[config.mk]
export PLATFORM = sky130hd
export DESIGN_NAME = bp_fpga_dma_arbiter
export DESIGN_NICKNAME = d
export VERILOG_FILES = /design/src/rtl/bp_fpga_dma_arb_pkg.sv /design/src/rtl/bp_fpga_dma_beat_router.sv /design/src/rtl/bp_fpga_dma_arbiter.sv
export SDC_FILE = /design/constraint.sdc
export NUM_CORES = 1
export LEC_CHECK = 0
export ABC_AREA = 1
export CORE_AREA = 2 2 189 191
export CTS_CLUSTER_SIZE = 28
export DETAILED_ROUTE_END_ITERATION = 12
export DIE_AREA = 0 0 191 193
export SKIP_CTS_REPAIR_TIMING = 1
export SLEW_MARGIN = 20
export SYNTH_ARGS = -nofsm -noshare
export SYNTH_HDL_FRONTEND = slang
export SYNTH_HIERARCHICAL = 1
export SYNTH_SLANG_ARGS = --single-unit
[constraint.sdc]
create_clock -name clk_i -period 2.75 [get_ports clk_i]
set_input_delay 0.55 -clock clk_i [delete_from_list [all_inputs] [get_ports clk_i]]
set_output_delay 0.55 -clock clk_i [all_outputs]
set_load 0.02 [all_outputs]
[src/rtl/bp_fpga_dma_arb_pkg.sv]
// Shared types and helpers for the multi-channel DMA arbiter.
// The optional BP_FPGA_DMA_ARB_PERF_EN build adds per-channel performance counters to the top.
package bp_fpga_dma_arb_pkg;

    localparam int dma_caddr_width_gp = 28;

    typedef struct packed {
        logic                          write_not_read;
        logic [dma_caddr_width_gp-1:0] addr;
    } bp_fpga_dma_pkt_s;

    function automatic int beats_f(input int block_width, input int fill_width);
        return block_width / fill_width;
    endfunction

    function automatic int id_width_f(input int num_ch);
        return (num_ch > 1) ? $clog2(num_ch) : 1;
    endfunction

endpackage

[src/rtl/bp_fpga_dma_beat_router.sv]
// Per-direction tag FIFO of granted channel ids plus a beat counter.
// The head id steers data beats; the FIFO pops after the last beat of a packet.
module bp_fpga_dma_beat_router
    import bp_fpga_dma_arb_pkg::*;
#(
    parameter int els_p      = 4,
    parameter int beats_p    = 8,
    parameter int id_width_p = 1
) (
    input  logic                  clk_i,
    input  logic                  reset_i,
    input  logic                  push_v_i,
    input  logic [id_width_p-1:0] push_id_i,
    input  logic                  beat_v_i,
    output logic                  full_o,
    output logic                  empty_o,
    output logic [id_width_p-1:0] head_id_o
);

    localparam int ptr_w  = (els_p > 1) ? $clog2(els_p) : 1;
    localparam int cnt_w  = $clog2(els_p + 1);
    localparam int beat_w = (beats_p > 1) ? $clog2(beats_p) : 1;

    logic [id_width_p-1:0] mem [els_p];
    logic [ptr_w-1:0]      wptr, rptr;
    logic [cnt_w-1:0]      count;
    logic [beat_w-1:0]     beat_cnt;
    logic                  push, pop, last_beat;

    assign empty_o   = (count == '0);
    assign full_o    = (count == cnt_w'(els_p));
    assign head_id_o = mem[rptr];
    assign last_beat = (beat_cnt == beat_w'(beats_p - 1));
    assign push      = push_v_i & ~full_o;
    assign pop       = beat_v_i & last_beat & ~empty_o;

    always_ff @(posedge clk_i) begin
        if (push) mem[wptr] <= push_id_i;
    end

    always_ff @(posedge clk_i) begin
        if (reset_i) begin
            wptr     <= '0;
            rptr     <= '0;
            count    <= '0;
            beat_cnt <= '0;
        end else begin
            if (push) wptr <= (wptr == ptr_w'(els_p - 1)) ? '0 : wptr + 1'b1;
            if (pop)  rptr <= (rptr == ptr_w'(els_p - 1)) ? '0 : rptr + 1'b1;
            if (push & ~pop)      count <= count + 1'b1;
            else if (pop & ~push) count <= count - 1'b1;
            if (beat_v_i & ~empty_o) beat_cnt <= last_beat ? '0 : beat_cnt + 1'b1;
        end
    end

endmodule

[src/rtl/bp_fpga_dma_arbiter.sv]
// Round-robin packet arbiter and in-order beat router between N cache DMA ports and one DRAM port.
// Define BP_FPGA_DMA_ARB_PERF_EN to add saturating per-channel rd/wr packet and stall counters.
module bp_fpga_dma_arbiter
    import bp_fpga_dma_arb_pkg::*;
#(
    parameter int num_dma_p      = 2,
    parameter int caddr_width_p  = 28,
    parameter int fill_width_p   = 64,
    parameter int block_width_p  = 512,
    parameter int tag_fifo_els_p = 4
) (
    input  logic                                   clk_i,
    input  logic                                   reset_i,
    input  logic [num_dma_p*(1+caddr_width_p)-1:0] dma_pkt_i,
    input  logic [num_dma_p-1:0]                   dma_pkt_v_i,
    output logic [num_dma_p-1:0]                   dma_pkt_yumi_o,
    output logic [num_dma_p*fill_width_p-1:0]      dma_data_o,
    output logic [num_dma_p-1:0]                   dma_data_v_o,
    input  logic [num_dma_p-1:0]                   dma_data_ready_and_i,
    input  logic [num_dma_p*fill_width_p-1:0]      dma_data_i,
    input  logic [num_dma_p-1:0]                   dma_data_v_i,
    output logic [num_dma_p-1:0]                   dma_data_yumi_o,
    output logic [caddr_width_p:0]                 mem_pkt_o,
    output logic                                   mem_pkt_v_o,
    input  logic                                   mem_pkt_yumi_i,
    input  logic [fill_width_p-1:0]                mem_data_i,
    input  logic                                   mem_data_v_i,
    output logic                                   mem_data_ready_and_o,
    output logic [fill_width_p-1:0]                mem_data_o,
    output logic                                   mem_data_v_o,
    input  logic                                   mem_data_yumi_i,
    output logic                                   error_o
`ifdef BP_FPGA_DMA_ARB_PERF_EN
    ,
    output logic [num_dma_p*32-1:0]                perf_rd_pkts_o,
    output logic [num_dma_p*32-1:0]                perf_wr_pkts_o,
    output logic [num_dma_p*32-1:0]                perf_stall_o
`endif
);

    localparam int pw_lp    = 1 + caddr_width_p;
    localparam int id_w_lp  = id_width_f(num_dma_p);
    localparam int beats_lp = beats_f(block_width_p, fill_width_p);

    logic [id_w_lp-1:0]   rr_ptr, grant_id, rd_head, wr_head;
    logic [num_dma_p-1:0] pkt_wr, eligible;
    logic                 grant_found, pkt_yumi, rd_full, rd_empty, wr_full, wr_empty;
    logic                 rd_live, wr_live, rd_hs, wr_hs, error_r;
    int                   idx;

    for (genvar i = 0; i < num_dma_p; i++) begin : g_elig
        assign pkt_wr[i]   = dma_pkt_i[i*pw_lp + pw_lp - 1];
        assign eligible[i] = dma_pkt_v_i[i] & (pkt_wr[i] ? ~wr_full : ~rd_full);
    end

    // First eligible channel scanning upward from rr_ptr, wrapping at num_dma_p.
    always_comb begin
        grant_found = 1'b0;
        grant_id    = '0;
        idx         = 0;
        for (int k = 0; k < num_dma_p; k++) begin
            idx = int'(rr_ptr) + k;
            if (idx >= num_dma_p) idx = idx - num_dma_p;
            if (!grant_found && eligible[idx]) begin
                grant_found = 1'b1;
                grant_id    = id_w_lp'(idx);
            end
        end
    end

    // Handshakes: valid/ready transfers when both are high in a cycle; yumi is a
    // consumer acknowledge that may only be raised while the matching valid is high.
    assign mem_pkt_o   = dma_pkt_i[int'(grant_id)*pw_lp +: pw_lp];
    assign mem_pkt_v_o = grant_found & ~reset_i;
    assign pkt_yumi    = mem_pkt_yumi_i & mem_pkt_v_o;

    always_ff @(posedge clk_i) begin
        if (reset_i)       rr_ptr <= '0;
        else if (pkt_yumi) rr_ptr <= (grant_id == id_w_lp'(num_dma_p - 1)) ? '0 : grant_id + 1'b1;
    end

    bp_fpga_dma_beat_router #(.els_p(tag_fifo_els_p), .beats_p(beats_lp), .id_width_p(id_w_lp)) u_rd (
        .clk_i(clk_i), .reset_i(reset_i), .push_v_i(pkt_yumi & ~mem_pkt_o[caddr_width_p]),
        .push_id_i(grant_id), .beat_v_i(rd_hs), .full_o(rd_full), .empty_o(rd_empty),
        .head_id_o(rd_head)
    );

    bp_fpga_dma_beat_router #(.els_p(tag_fifo_els_p), .beats_p(beats_lp), .id_width_p(id_w_lp)) u_wr (
        .clk_i(clk_i), .reset_i(reset_i), .push_v_i(pkt_yumi & mem_pkt_o[caddr_width_p]),
        .push_id_i(grant_id), .beat_v_i(wr_hs), .full_o(wr_full), .empty_o(wr_empty),
        .head_id_o(wr_head)
    );

    assign rd_live              = ~rd_empty & ~reset_i;
    assign wr_live              = ~wr_empty & ~reset_i;
    assign dma_data_o           = {num_dma_p{mem_data_i}};
    assign mem_data_ready_and_o = rd_live & dma_data_ready_and_i[rd_head];
    assign rd_hs                = mem_data_v_i & mem_data_ready_and_o;
    assign mem_data_o           = dma_data_i[int'(wr_head)*fill_width_p +: fill_width_p];
    assign mem_data_v_o         = wr_live & dma_data_v_i[wr_head];
    assign wr_hs                = mem_data_yumi_i & mem_data_v_o;

    always_comb begin
        dma_pkt_yumi_o  = '0;
        dma_data_v_o    = '0;
        dma_data_yumi_o = '0;
        if (pkt_yumi)                dma_pkt_yumi_o[grant_id] = 1'b1;
        if (mem_data_v_i & rd_live)  dma_data_v_o[rd_head]    = 1'b1;
        if (wr_hs)                   dma_data_yumi_o[wr_head] = 1'b1;
    end

    always_ff @(posedge clk_i) begin
        if (reset_i) error_r <= 1'b0;
        else         error_r <= error_r | (mem_data_v_i & rd_empty) | (mem_data_yumi_i & ~mem_data_v_o);
    end
    assign error_o = error_r;

`ifdef BP_FPGA_DMA_ARB_PERF_EN
    for (genvar i = 0; i < num_dma_p; i++) begin : g_perf
        logic [31:0] rd_c, wr_c, st_c;
        always_ff @(posedge clk_i) begin
            if (reset_i) begin
                rd_c <= '0;
                wr_c <= '0;
                st_c <= '0;
            end else begin
                if (dma_pkt_yumi_o[i] & ~pkt_wr[i] & ~&rd_c) rd_c <= rd_c + 1'b1;
                if (dma_pkt_yumi_o[i] &  pkt_wr[i] & ~&wr_c) wr_c <= wr_c + 1'b1;
                if (dma_pkt_v_i[i] & ~dma_pkt_yumi_o[i] & ~&st_c) st_c <= st_c + 1'b1;
            end
        end
        assign perf_rd_pkts_o[i*32 +: 32] = rd_c;
        assign perf_wr_pkts_o[i*32 +: 32] = wr_c;
        assign perf_stall_o[i*32 +: 32]   = st_c;
    end
`endif

endmodule

==> results of run 1 <==
[routing by layer]
layer / wire (um) / share of wire (%) / global-route usage (%) / up-vias
met5: 35 / 0.17 / 0 / -
met4: 398 / 2.0 / 2.47 / 4
met3: 2850 / 14 / 5.59 / 28
met2: 9210 / 45 / 16.6 / 351
met1: 7860 / 39 / 10.7 / 2039
li1: - / - / - / 2329
[placed cells by master, fill, tap and decap left out, types with 2 or more instances in the layout]
| cell type | n |
|---|---|
| clkinv_2 | 2 |
| clkbuf_8 | 2 |
| clkbuf_16 | 5 |
| inv_4 | 5 |
| buf_12 | 14 |
| nand4_1 | 2 |
| dlymetal6s2s_1 | 63 |
| edfxtp_1 | 8 |
| o21ai_2 | 3 |
| o21ai_1 | 3 |
| nor2_2 | 6 |
| buf_4 | 57 |
| clkdlybuf4s50_1 | 198 |
| clkinv_1 | 2 |
| a21oi_1 | 17 |
| nand2_4 | 10 |
| inv_2 | 11 |
| fa_2 | 2 |
| dfxtp_2 | 3 |
| nand3b_1 | 8 |
| buf_6 | 7 |
| nor2_4 | 5 |
| o21ai_0 | 5 |
| dfxtp_1 | 21 |
| or2_2 | 2 |
| clkbuf_2 | 2 |
| nand3_1 | 6 |
| dfxtp_4 | 2 |
| inv_1 | 26 |
| nor2_1 | 41 |
| nand2_2 | 7 |
| nand2_1 | 308 |
| ha_1 | 14 |
| nand3_2 | 3 |
[worst min-delay path by stage]
| stage | startpoint | to | slack, ps | cells past startpoint |
|---|---|---|---|---|
| global route | u_rd/count[0]$_SDFFE_PP0P_ | u_rd/count[0]$_SDFFE_PP0P_ | 500 | 1 |
| floorplan | u_rd/beat_cnt[1]$_SDFFE_PP0P_ | u_rd/beat_cnt[1]$_SDFFE_PP0P_ | 460 | 2 |
| finish | u_rd/count[0]$_SDFFE_PP0P_ | u_rd/count[0]$_SDFFE_PP0P_ | 480 | 1 |
| detailed placement | u_wr/beat_cnt[1]$_SDFFE_PP0P_ | u_wr/beat_cnt[1]$_SDFFE_PP0P_ | 480 | 2 |
| global placement | u_wr/beat_cnt[1]$_SDFFE_PP0P_ | u_wr/beat_cnt[1]$_SDFFE_PP0P_ | 470 | 2 |
| CTS | u_wr/beat_cnt[1]$_SDFFE_PP0P_ | u_wr/beat_cnt[1]$_SDFFE_PP0P_ | 490 | 2 |
[layout make-up]
type                    count  area, sq um  area share (%)
flip-flops and latches     34          772            10.3
multi-input cells         450         2200            29.4
well taps                 461          577            7.71
clock inverters             1         5.00          0.0669
inverters                  46          191            2.56
clock buffers               7          143            1.91
repair buffers            343         3600            48.0
[power groups by stage]
stage	logic, uW	registers (uW)	clock network [uW]
final	1080	540	555
after global routing	1160	542	594
after floorplan	676	550	0
after CTS	1070	540	569
after global placement	1060	549	0
after detailed placement	1060	550	0
[critical path: stages, from the launching register on]
cell,delay (ps)
dfxtp_2,340
inv_2,70
nor2_2,40
nor2_2,100
o21ai_2,70
o21ai_4,90
clkbuf_8,340
nand2_1,160
nand2_1,100
clkdlybuf4s50_1,600
[per-stage QoR]
step | cell area [sq um] | setup WS [ps]
after floorplan | 4080 | 203
after global placement | 6910 | -351
after detailed placement | 6910 | -350
after CTS | 7060 | -354
after global routing | 7490 | -170
final | 7490 | -26.6
[cells by family (layout without fill, tap and decap cells)]
family,after synthesis,count (layout),share of synthesized area [%]
adders and majority gates,18,18,5.89
AOI/OAI and AO/OA,30,30,3.77
buffers and inverters,194,397,31.0
and+or+nand+nor,402,402,40.7
DFF,34,34,18.7
==> flow_summary.json, run 1 <==
{
  "flow.area_growth_from_synthesis_pct": 83.6,
  "critical_path.reg2reg.endpoint": "u_wr/count[2]$_SDFFE_PP0P_",
  "placed_cells": 1324,
  "pwr_density_cell_mw_per_mm2": 290,
  "synthDominantCellAreaShare_pct": 28.7,
  "grt.total_usage_pct": 9.88,
  "finClkSkew_ps": 3.50,
  "clkSlewWorstSetupHoldPaths_ps": 50,
  "tritoncts": "built",
  "synth-edff-count": 8,
  "postSynth.topFlopCell": "dfxtp_1",
  "netlist_instances": 678,
  "die_h_um": 193,
  "post_drt_via_cell_ratio": 3.54,
  "final.hold.worst_slack_ps": 480,
  "starting_density_of_the_core_pct": 11.7,
  "final_net_count": 1159,
  "ios": 492,
  "grt_antenna_before_repair": 2,
  "gp_congestion": 0.771,
  "irDropWorstVdd_mv": 0.239,
  "timing.final.setup_violations": 2,
  "filler_cell_count": 3872,
  "die_area_sq_mm": 0.0369,
  "cp-end-kind": "output port",
  "first_iter_violations": 177,
  "timing.reg2reg.setup_slack_ps": 180,
  "worst_pin_slew_ps": 338,
  "post_route_cells_drive_above_1_share_pct": 17.9,
  "path_class": "reg2out",
  "period_needed_ps": 2780,
  "crit_end": "mem_data_o[32]",
  "postRouteAntennaNets": 0,
  "power_leakage_uw": 0.00401,
  "layoutNonFillerInstCount": 1342,
  "rsz0062_at_grt": "true",
  "design_power_total_uw": 2170,
  "placeableCoreArea_sq_mm": 0.0350,
  "max-slew-margin-rel_pct": 77.5,
  "timing.max_cap.violations": 0,
  "p_sw_share_pct": 32.9,
  "yosys_warnings": 6,
  "setup_tns_final_ps": -48.6,
  "netlist.top_cell.by_area": "nand2_1",
  "finalHoldViolCount": 0,
  "async_flop_share_pct": 0,
  "grt_start_max_net_pins": 46,
  "worst-path-max-fanout": 45,
  "synth.most_common_cell": "nand2_1",
  "cts_made_buffers": 5,
  "seqPwrFrac_pct": 24.9,
  "synth.lib_cells_used.distinct": 30,
  "htree_num_levels": 2,
  "cp.required_ps": 2200,
  "r2r.worst_path.cells": 23,
  "std_cell_rows": 69,
  "clock_insertion_delay_worst_skew_ps": 270,
  "clock_network_fraction_of_design_power_pct": 25.5,
  "postLayoutCoreUtil_pct": 21.4,
  "dpl.hpwl_um": 17100,
  "combPwrFrac_pct": 49.6,
  "global_route_congestion_overflow_total": 0,
  "antennaDiodeCount": 0,
  "area_of_the_mapped_netlist_sq_mm": 0.00408,
  "hold_class": "reg2reg",
  "clk_sinks": 34,
  "first_global_vias": 4533,
  "io_buffer_count": 299,
  "finalWorstSetupSlack_ps": -26.6,
  "post-route-drc-count": 0,
  "detail_route.wl_per_cell_um": 15.2,
  "cts-root-buf": "clkbuf_16",
  "yosysSeqAreaShare_pct": 18.7,
  "fin_crit_sh_pct": 101,
  "status": "finished, violations left",
  "slew_viol_final": 0,
  "detailedRoute.firstPassIterationCount": 4,
  "clock_path_buffers": 2,
  "total_switching_power_uw": 714,
  "failed_checks": "setup timing",
  "synth_common_cells": "nand2_1, buf_4, nor2_1",
  "start_kind": "register",
  "intPower_uw": 1460,
  "ys_ff_latch": 34,
  "critical_path_arrival_ps": 2230,
  "die_w_um": 191,
  "postSynthNetCount": 957,
  "ys_top_cells_by_area": "nand2_1, buf_4, dfxtp_1",
  "max_freq_mhz": 360,
  "total_wire_length_um": 20300,
  "synth_area_per_cell_sq_um": 6.01,
  "grt_pass1_wl_um": 26700,
  "route.vias.total": 4751
}
Power figures use the tool's default switching activity.
==> run 2: changes to the inputs <==
--- a/config.mk
+++ b/config.mk
@@ -6,10 +6,10 @@
 export NUM_CORES = 1
 export LEC_CHECK = 0
 export ABC_AREA = 1
-export CORE_AREA = 2 2 189 191
+export CORE_AREA = 3 3 189 191
 export CTS_CLUSTER_SIZE = 28
 export DETAILED_ROUTE_END_ITERATION = 12
-export DIE_AREA = 0 0 191 193
+export DIE_AREA = 0 0 192 194
 export SKIP_CTS_REPAIR_TIMING = 1
 export SLEW_MARGIN = 20
 export SYNTH_ARGS = -nofsm -noshare
==> constraint.sdc (replaced) <==
create_clock -name clk_i -period 3.5 [get_ports clk_i]
set_input_delay 0.7 -clock clk_i [delete_from_list [all_inputs] [get_ports clk_i]]
set_output_delay 0.7 -clock clk_i [all_outputs]
set_load 0.02 [all_outputs]
==> run 2 against run 1 <==
  * The flow now finishes without violations
  * Total power is 25% lower
  * Critical path depth grew 2
  * Clock skew barely moved
  * Final cell count decreased by 2.9%
  * Global-route usage fell by 1.2 points
  * Clock power decreased by 25%
  * Sequential share of layout area rose by 0.83 points
  * Clock-buffer cell count is 1 lower
  * Largest power group unchanged
==> flow_summary.json, run 2 (synthesized netlist as in run 1, its figures left out) <==
{
  "critical_path.reg2reg.endpoint": "u_wr/count[2]$_SDFFE_PP0P_",
  "clock_path_buffers": 2,
  "timing.max_cap.violations": 0,
  "crit_start": "dma_pkt_i[57]",
  "detailedRoute.firstPassIterationCount": 4,
  "irDropWorstVdd_mv": 0.163,
  "starting_density_of_the_core_pct": 11.9,
  "io_buffer_count": 299,
  "ios": 492,
  "cp-end-kind": "output port",
  "pwr_density_cell_mw_per_mm2": 237,
  "total_wire_length_um": 17900,
  "first_iter_violations": 172,
  "worst_pin_slew_ps": 454,
  "place_worst_setup_slack_ps": 102,
  "clock_insertion_delay_worst_skew_ps": 280,
  "post_drt_via_cell_ratio": 3.48,
  "dpl.hpwl_um": 15100,
  "die_w_um": 192,
  "post_route_cells_drive_above_1_share_pct": 6.60,
  "post-route-drc-count": 0,
  "final_cell_mix": "nand2_1, clkdlybuf4s50_1, nor2_1",
  "cp.required_ps": 2800,
  "leading_cell_type_in_the_layout_fill_and_taps_excluded": "nand2_1",
  "postRouteAntennaNets": 0,
  "critical_path_arrival_ps": 2680,
  "fin_crit_sh_pct": 96.6,
  "htree_num_levels": 2,
  "timing.reg2reg.setup_slack_ps": 800,
  "worstSetupPathDepth": 11,
  "start_kind": "input pin",
  "std_cell_rows": 68,
  "finClkSkew_ps": 3.82,
  "crit_chain": "clkdlybuf4s50_1 > inv_1 > nand2_1 > nand3_2 > clkinv_2 > nand2_4 > inv_2 > buf_12 > nand2_1 > nand2_1 > clkdlybuf4s50_1",
  "slew_viol_final": 0,
  "timing.critical_path.slowest_stage_cell": "clkdlybuf4s50_1",
  "timing.final.setup_violations": 0,
  "first_global_vias": 4411,
  "critical_path.n_buffers_inverters": 6,
  "power_leakage_uw": 0.00311,
  "status": "complete, no violations",
  "final_net_count": 1126,
  "route.vias.total": 4530,
  "die_h_um": 194,
  "antennaDiodeCount": 0,
  "worst-path-max-fanout": 22,
  "crit_end": "mem_pkt_o[11]",
  "r2r_start": "u_wr/count[0]$_SDFFE_PP0P_",
  "final.hold.worst_slack_ps": 488,
  "max_freq_mhz": 296,
  "placement.cell_area_sq_mm": 0.00667,
  "global_route_congestion_overflow_total": 0,
  "die_area_sq_mm": 0.0372,
  "period_needed_ps": 3380,
  "r2r.worst_path.cells": 20,
  "grt_antenna_before_repair": 1,
  "path_class": "in2out",
  "grt_start_max_net_pins": 66,
  "max-slew-margin-rel_pct": 69.6,
  "finalHoldViolCount": 0,
  "flow.area_growth_from_synthesis_pct": 67.4,
  "tritoncts": "built",
  "crit_path_frequent_cell": "nand2_1",
  "clk_sinks": 34,
  "cp_top_family": "buffers and inverters",
  "postLayoutCellArea_sq_mm": 0.00683,
  "cts_made_buffers": 5,
  "finalWorstSetupSlack_ps": 120,
  "clkSlewWorstSetupHoldPaths_ps": 50,
  "grt.total_usage_pct": 8.71,
  "critPathMaxStageDelay_ps": 600,
  "hold_class": "reg2reg",
  "cts-root-buf": "clkbuf_16",
  "placeableCoreArea_sq_mm": 0.0343,
  "detail_route.wl_per_cell_um": 13.7,
  "filler_cell_count": 3833,
  "gp_congestion": 0.756,
  "grt_pass1_wl_um": 25100
}
[run 2: changes by cell type in the layout (fill, tap and decap cells not counted), moves of 6 or more]
cell | before | now
o21ai_0 | 5 | 11
clkdlybuf4s50_1 | 198 | 291
buf_12 | 14 | 2
dlymetal6s2s_1 | 63 | 7
nand2_4 | 10 | 3
buf_4 | 57 | 9
buf_6 | 7 | 1
inv_1 | 26 | 33
[run 2: report_power, final]
part | internal, uW | leakage [uW] | switching [uW]
Sequential | 414 | 0.000284 | 10.0
Clock | 261 | 0.0000706 | 153
Combinational | 418 | 0.00276 | 366
Total | 1090 | 0.00311 | 529
[run 2: layout make-up]
class	count	area (sq um)	area share, %
Timing Repair Buffer	310	3120	45.7
Multi-Input combinational cell	450	2060	30.2
Sequential cell	34	761	11.1
Clock inverter	2	10.0	0.147
Inverter	46	176	2.58
Tap cell	455	569	8.34
Clock buffer	6	129	1.89
[run 2: worst min path at each step]
stage                                    end  cells after the start                          start
6_report       u_wr/beat_cnt[1]$_SDFFE_PP0P_                      2  u_wr/beat_cnt[1]$_SDFFE_PP0P_
5_1_grt        u_rd/beat_cnt[1]$_SDFFE_PP0P_                      2  u_rd/beat_cnt[1]$_SDFFE_PP0P_
4_1_cts        u_wr/beat_cnt[1]$_SDFFE_PP0P_                      2  u_wr/beat_cnt[1]$_SDFFE_PP0P_
3_5_place_dp   u_wr/beat_cnt[1]$_SDFFE_PP0P_                      2  u_wr/beat_cnt[1]$_SDFFE_PP0P_
3_3_place_gp   u_wr/beat_cnt[2]$_SDFFE_PP0P_                      2  u_wr/beat_cnt[2]$_SDFFE_PP0P_
2_1_floorplan  u_rd/beat_cnt[1]$_SDFFE_PP0P_                      2  u_rd/beat_cnt[1]$_SDFFE_PP0P_
[run 2: layer usage]
metal | part of all wire, % | global-route usage [%] | routed length, um | vias up
met4 | 1.9 | 2.32 | 344 | 4
met3 | 15 | 4.41 | 2720 | 32
li1 | - | - | - | 2262
met1 | 38 | 9.66 | 6860 | 1892
met5 | 0.28 | 0.928 | 50 | -
met2 | 44 | 14.6 | 7880 | 340
[run 2: through the flow]
stage               instances  setup TNS [ps]  total power, uW  utilization, %
floorplan                 678               0              963               -
global placement         1295               0             1220            19.4
detailed placement       1295               0             1220            19.4
CTS                      1303               0             1650            19.9
global route             1303           -10.8             1720            19.9
finish                   1303               0             1620            19.9
[run 2: worst reg2reg max path, delay by kind of cell (launching register included)]
kind                     cells  cell delay (ps)
flip-flops                   1              360
adder cells (fa/ha/maj)      2              550
buffers and inverters        6              410
AND/OR/NAND/NOR             11             1030
AO/OA/AOI/OAI                1              260
==> run 3: changes to the inputs <==
--- a/config.mk
+++ b/config.mk
@@ -6,10 +6,11 @@
 export NUM_CORES = 1
 export LEC_CHECK = 0
 export ABC_AREA = 1
-export CORE_AREA = 3 3 189 191
+export CORE_AREA = 3 3 190 192
 export CTS_CLUSTER_SIZE = 28
 export DETAILED_ROUTE_END_ITERATION = 12
-export DIE_AREA = 0 0 192 194
+export DIE_AREA = 0 0 193 195
+export HOLD_SLACK_MARGIN = 0.08
 export SKIP_CTS_REPAIR_TIMING = 1
 export SLEW_MARGIN = 20
 export SYNTH_ARGS = -nofsm -noshare
==> run 3 against run 2 <==
  * Clock skew up 1.3 ps
  * First-iteration DRC count up 10%
  * Flip-flop and latch count unchanged
  * Die area up 1.0%
  * Critical path depth unchanged
  * Worst setup slack better by 66 ps
  * Global-route usage up 0.33 points
  * Critical endpoint is now mem_pkt_o[19]
  * Total power up 2.7%
==> flow_summary.json, run 3 (synthesized netlist as in run 1, its figures left out) <==
{
  "critical_path.n_buffers_inverters": 6,
  "io_buffer_count": 299,
  "clock_network_fraction_of_design_power_pct": 26.2,
  "crit_start": "dma_pkt_i[57]",
  "tritoncts": "built",
  "timing.reg2reg.setup_slack_ps": 560,
  "status": "complete, no violations",
  "crit_end": "mem_pkt_o[19]",
  "rsz0062_at_grt": "false",
  "timing.max_cap.violations": 0,
  "path_class": "in2out",
  "irDropWorstVdd_mv": 0.173,
  "intPower_uw": 1130,
  "htree_num_levels": 2,
  "critPathMaxStageDelay_ps": 600,
  "cp.required_ps": 2800,
  "place_worst_setup_slack_ps": -117,
  "dpl.hpwl_um": 16300,
  "die_area_sq_mm": 0.0376,
  "clk_sinks": 34,
  "start_kind": "input pin",
  "detailedRoute.firstPassIterationCount": 4,
  "max-slew-margin-rel_pct": 66.3,
  "first_global_vias": 4389,
  "finClkSkew_ps": 5.14,
  "postLayoutCoreUtil_pct": 20.0,
  "leading_cell_type_in_the_layout_fill_and_taps_excluded": "nand2_1",
  "r2r_start": "u_wr/mem[2]$_DFFE_PP_",
  "clock_insertion_delay_worst_skew_ps": 280,
  "die_w_um": 193,
  "crit_path_frequent_cell": "nand2_1",
  "total_switching_power_uw": 540,
  "first_iter_violations": 190,
  "grt_pass1_wl_um": 25400,
  "clkSlewWorstSetupHoldPaths_ps": 50,
  "std_cell_rows": 68,
  "route.vias.total": 4556,
  "finalHoldViolCount": 0,
  "seqPwrFrac_pct": 25.5,
  "fin_crit_sh_pct": 94.7,
  "power_leakage_uw": 0.00307,
  "r2r.worst_path.cells": 20,
  "grt_antenna_before_repair": 1,
  "post_route_cells_drive_above_1_share_pct": 7.19,
  "detail_route.wl_per_cell_um": 14.6,
  "global_route_congestion_overflow_total": 0,
  "post_drt_via_cell_ratio": 3.50,
  "period_needed_ps": 3310,
  "timing.critical_path.slowest_stage_cell": "clkdlybuf4s50_1",
  "design_power_total_uw": 1670,
  "finalWorstSetupSlack_ps": 186,
  "grt.total_usage_pct": 9.04,
  "max_freq_mhz": 302,
  "slew_viol_final": 0,
  "die_h_um": 195,
  "worst_pin_slew_ps": 500,
  "worst-path-max-fanout": 29,
  "total_wire_length_um": 19100,
  "cts-root-buf": "clkbuf_16",
  "timing.final.setup_violations": 0,
  "clock_path_buffers": 2,
  "worstSetupPathDepth": 11,
  "gp_congestion": 0.777,
  "critical_path_arrival_ps": 2610,
  "postRouteAntennaNets": 0,
  "critical_path.reg2reg.endpoint": "u_wr/count[2]$_SDFFE_PP0P_",
  "flow.area_growth_from_synthesis_pct": 69.2,
  "hold_class": "reg2reg",
  "grt_start_max_net_pins": 58,
  "cts_made_buffers": 5,
  "final_cell_mix": "nand2_1, clkdlybuf4s50_1, nor2_1",
  "ios": 492,
  "p_sw_share_pct": 32.4,
  "post-route-drc-count": 0,
  "combPwrFrac_pct": 48.3,
  "cp_top_family": "buffers and inverters",
  "starting_density_of_the_core_pct": 11.8,
  "placeableCoreArea_sq_mm": 0.0345,
  "pwr_density_cell_mw_per_mm2": 242,
  "crit_chain": "clkdlybuf4s50_1 > inv_1 > nand2_1 > nand3_2 > clkinv_2 > nand2_4 > inv_2 > buf_12 > nand2_1 > nand2_1 > clkdlybuf4s50_1",
  "final_net_count": 1126,
  "antennaDiodeCount": 0,
  "cp-end-kind": "output port"
}
run 3: worst min-delay path by stage:
stage                                        from                             to  slack, ps  cells after the start
floorplan           u_rd/beat_cnt[1]$_SDFFE_PP0P_  u_rd/beat_cnt[1]$_SDFFE_PP0P_        460                      2
global placement    u_rd/beat_cnt[2]$_SDFFE_PP0P_  u_rd/beat_cnt[2]$_SDFFE_PP0P_        470                      2
detailed placement  u_wr/beat_cnt[2]$_SDFFE_PP0P_  u_wr/beat_cnt[2]$_SDFFE_PP0P_        480                      2
CTS                 u_wr/beat_cnt[2]$_SDFFE_PP0P_  u_wr/beat_cnt[2]$_SDFFE_PP0P_        490                      2
global route        u_wr/beat_cnt[2]$_SDFFE_PP0P_  u_wr/beat_cnt[2]$_SDFFE_PP0P_        520                      2
finish              u_wr/beat_cnt[2]$_SDFFE_PP0P_  u_wr/beat_cnt[2]$_SDFFE_PP0P_        500                      2
run 3: per-stage QoR:
step	setup TNS [ps]	hold WS [ps]	instance area [sq um]	std cells
3_3_place_gp	-279	468	6730	1293
3_5_place_dp	-311	481	6730	1293
5_1_grt	0	524	6900	1303
6_report	0	495	6900	1303
2_1_floorplan	0	456	4080	678
4_1_cts	-620	495	6880	1301
run 3: power by group through the flow:
stage	clock [uW]	combinational [uW]	sequential, uW
2_1_floorplan	0	531	432
3_3_place_gp	0	810	432
3_5_place_dp	0	813	433
4_1_cts	452	819	425
5_1_grt	465	871	426
6_report	436	805	425
run 3: final cells by class:
cell class                      instances  area (sq um)
Fill cell                            3883         27600
Clock inverter                          1          5.00
Sequential cell                        34           761
Timing Repair Buffer                  310          3180
Clock buffer                            7           143
Inverter                               46           176
Multi-Input combinational cell        450          2070
Tap cell                              455           569
run 3: worst register-to-register path: stages (launching register included):
cell and delay (ps):
edfxtp_1 370, o21ai_0 330, o21ai_4 140, nor2_1 300
nor3_2 130, o21ai_0 120, inv_1 80, nand2_1 100
inv_1 100, nand2_2 80, clkinv_2 60, nand2_2 90
ha_1 190, inv_1 70, fa_1 370, inv_1 70
nand2_1 60, nand3_1 60, nand2_1 50, inv_1 50
nor2_1 30
run 3: per-layer routing:
layer | global-route usage, % | vias up | wire (um)
met4 | 2.76 | 4 | 478
met3 | 5.12 | 37 | 3020
met5 | 1.33 | - | 40
li1 | - | 2261 | -
met1 | 9.86 | 1906 | 7360
met2 | 14.8 | 348 | 8180
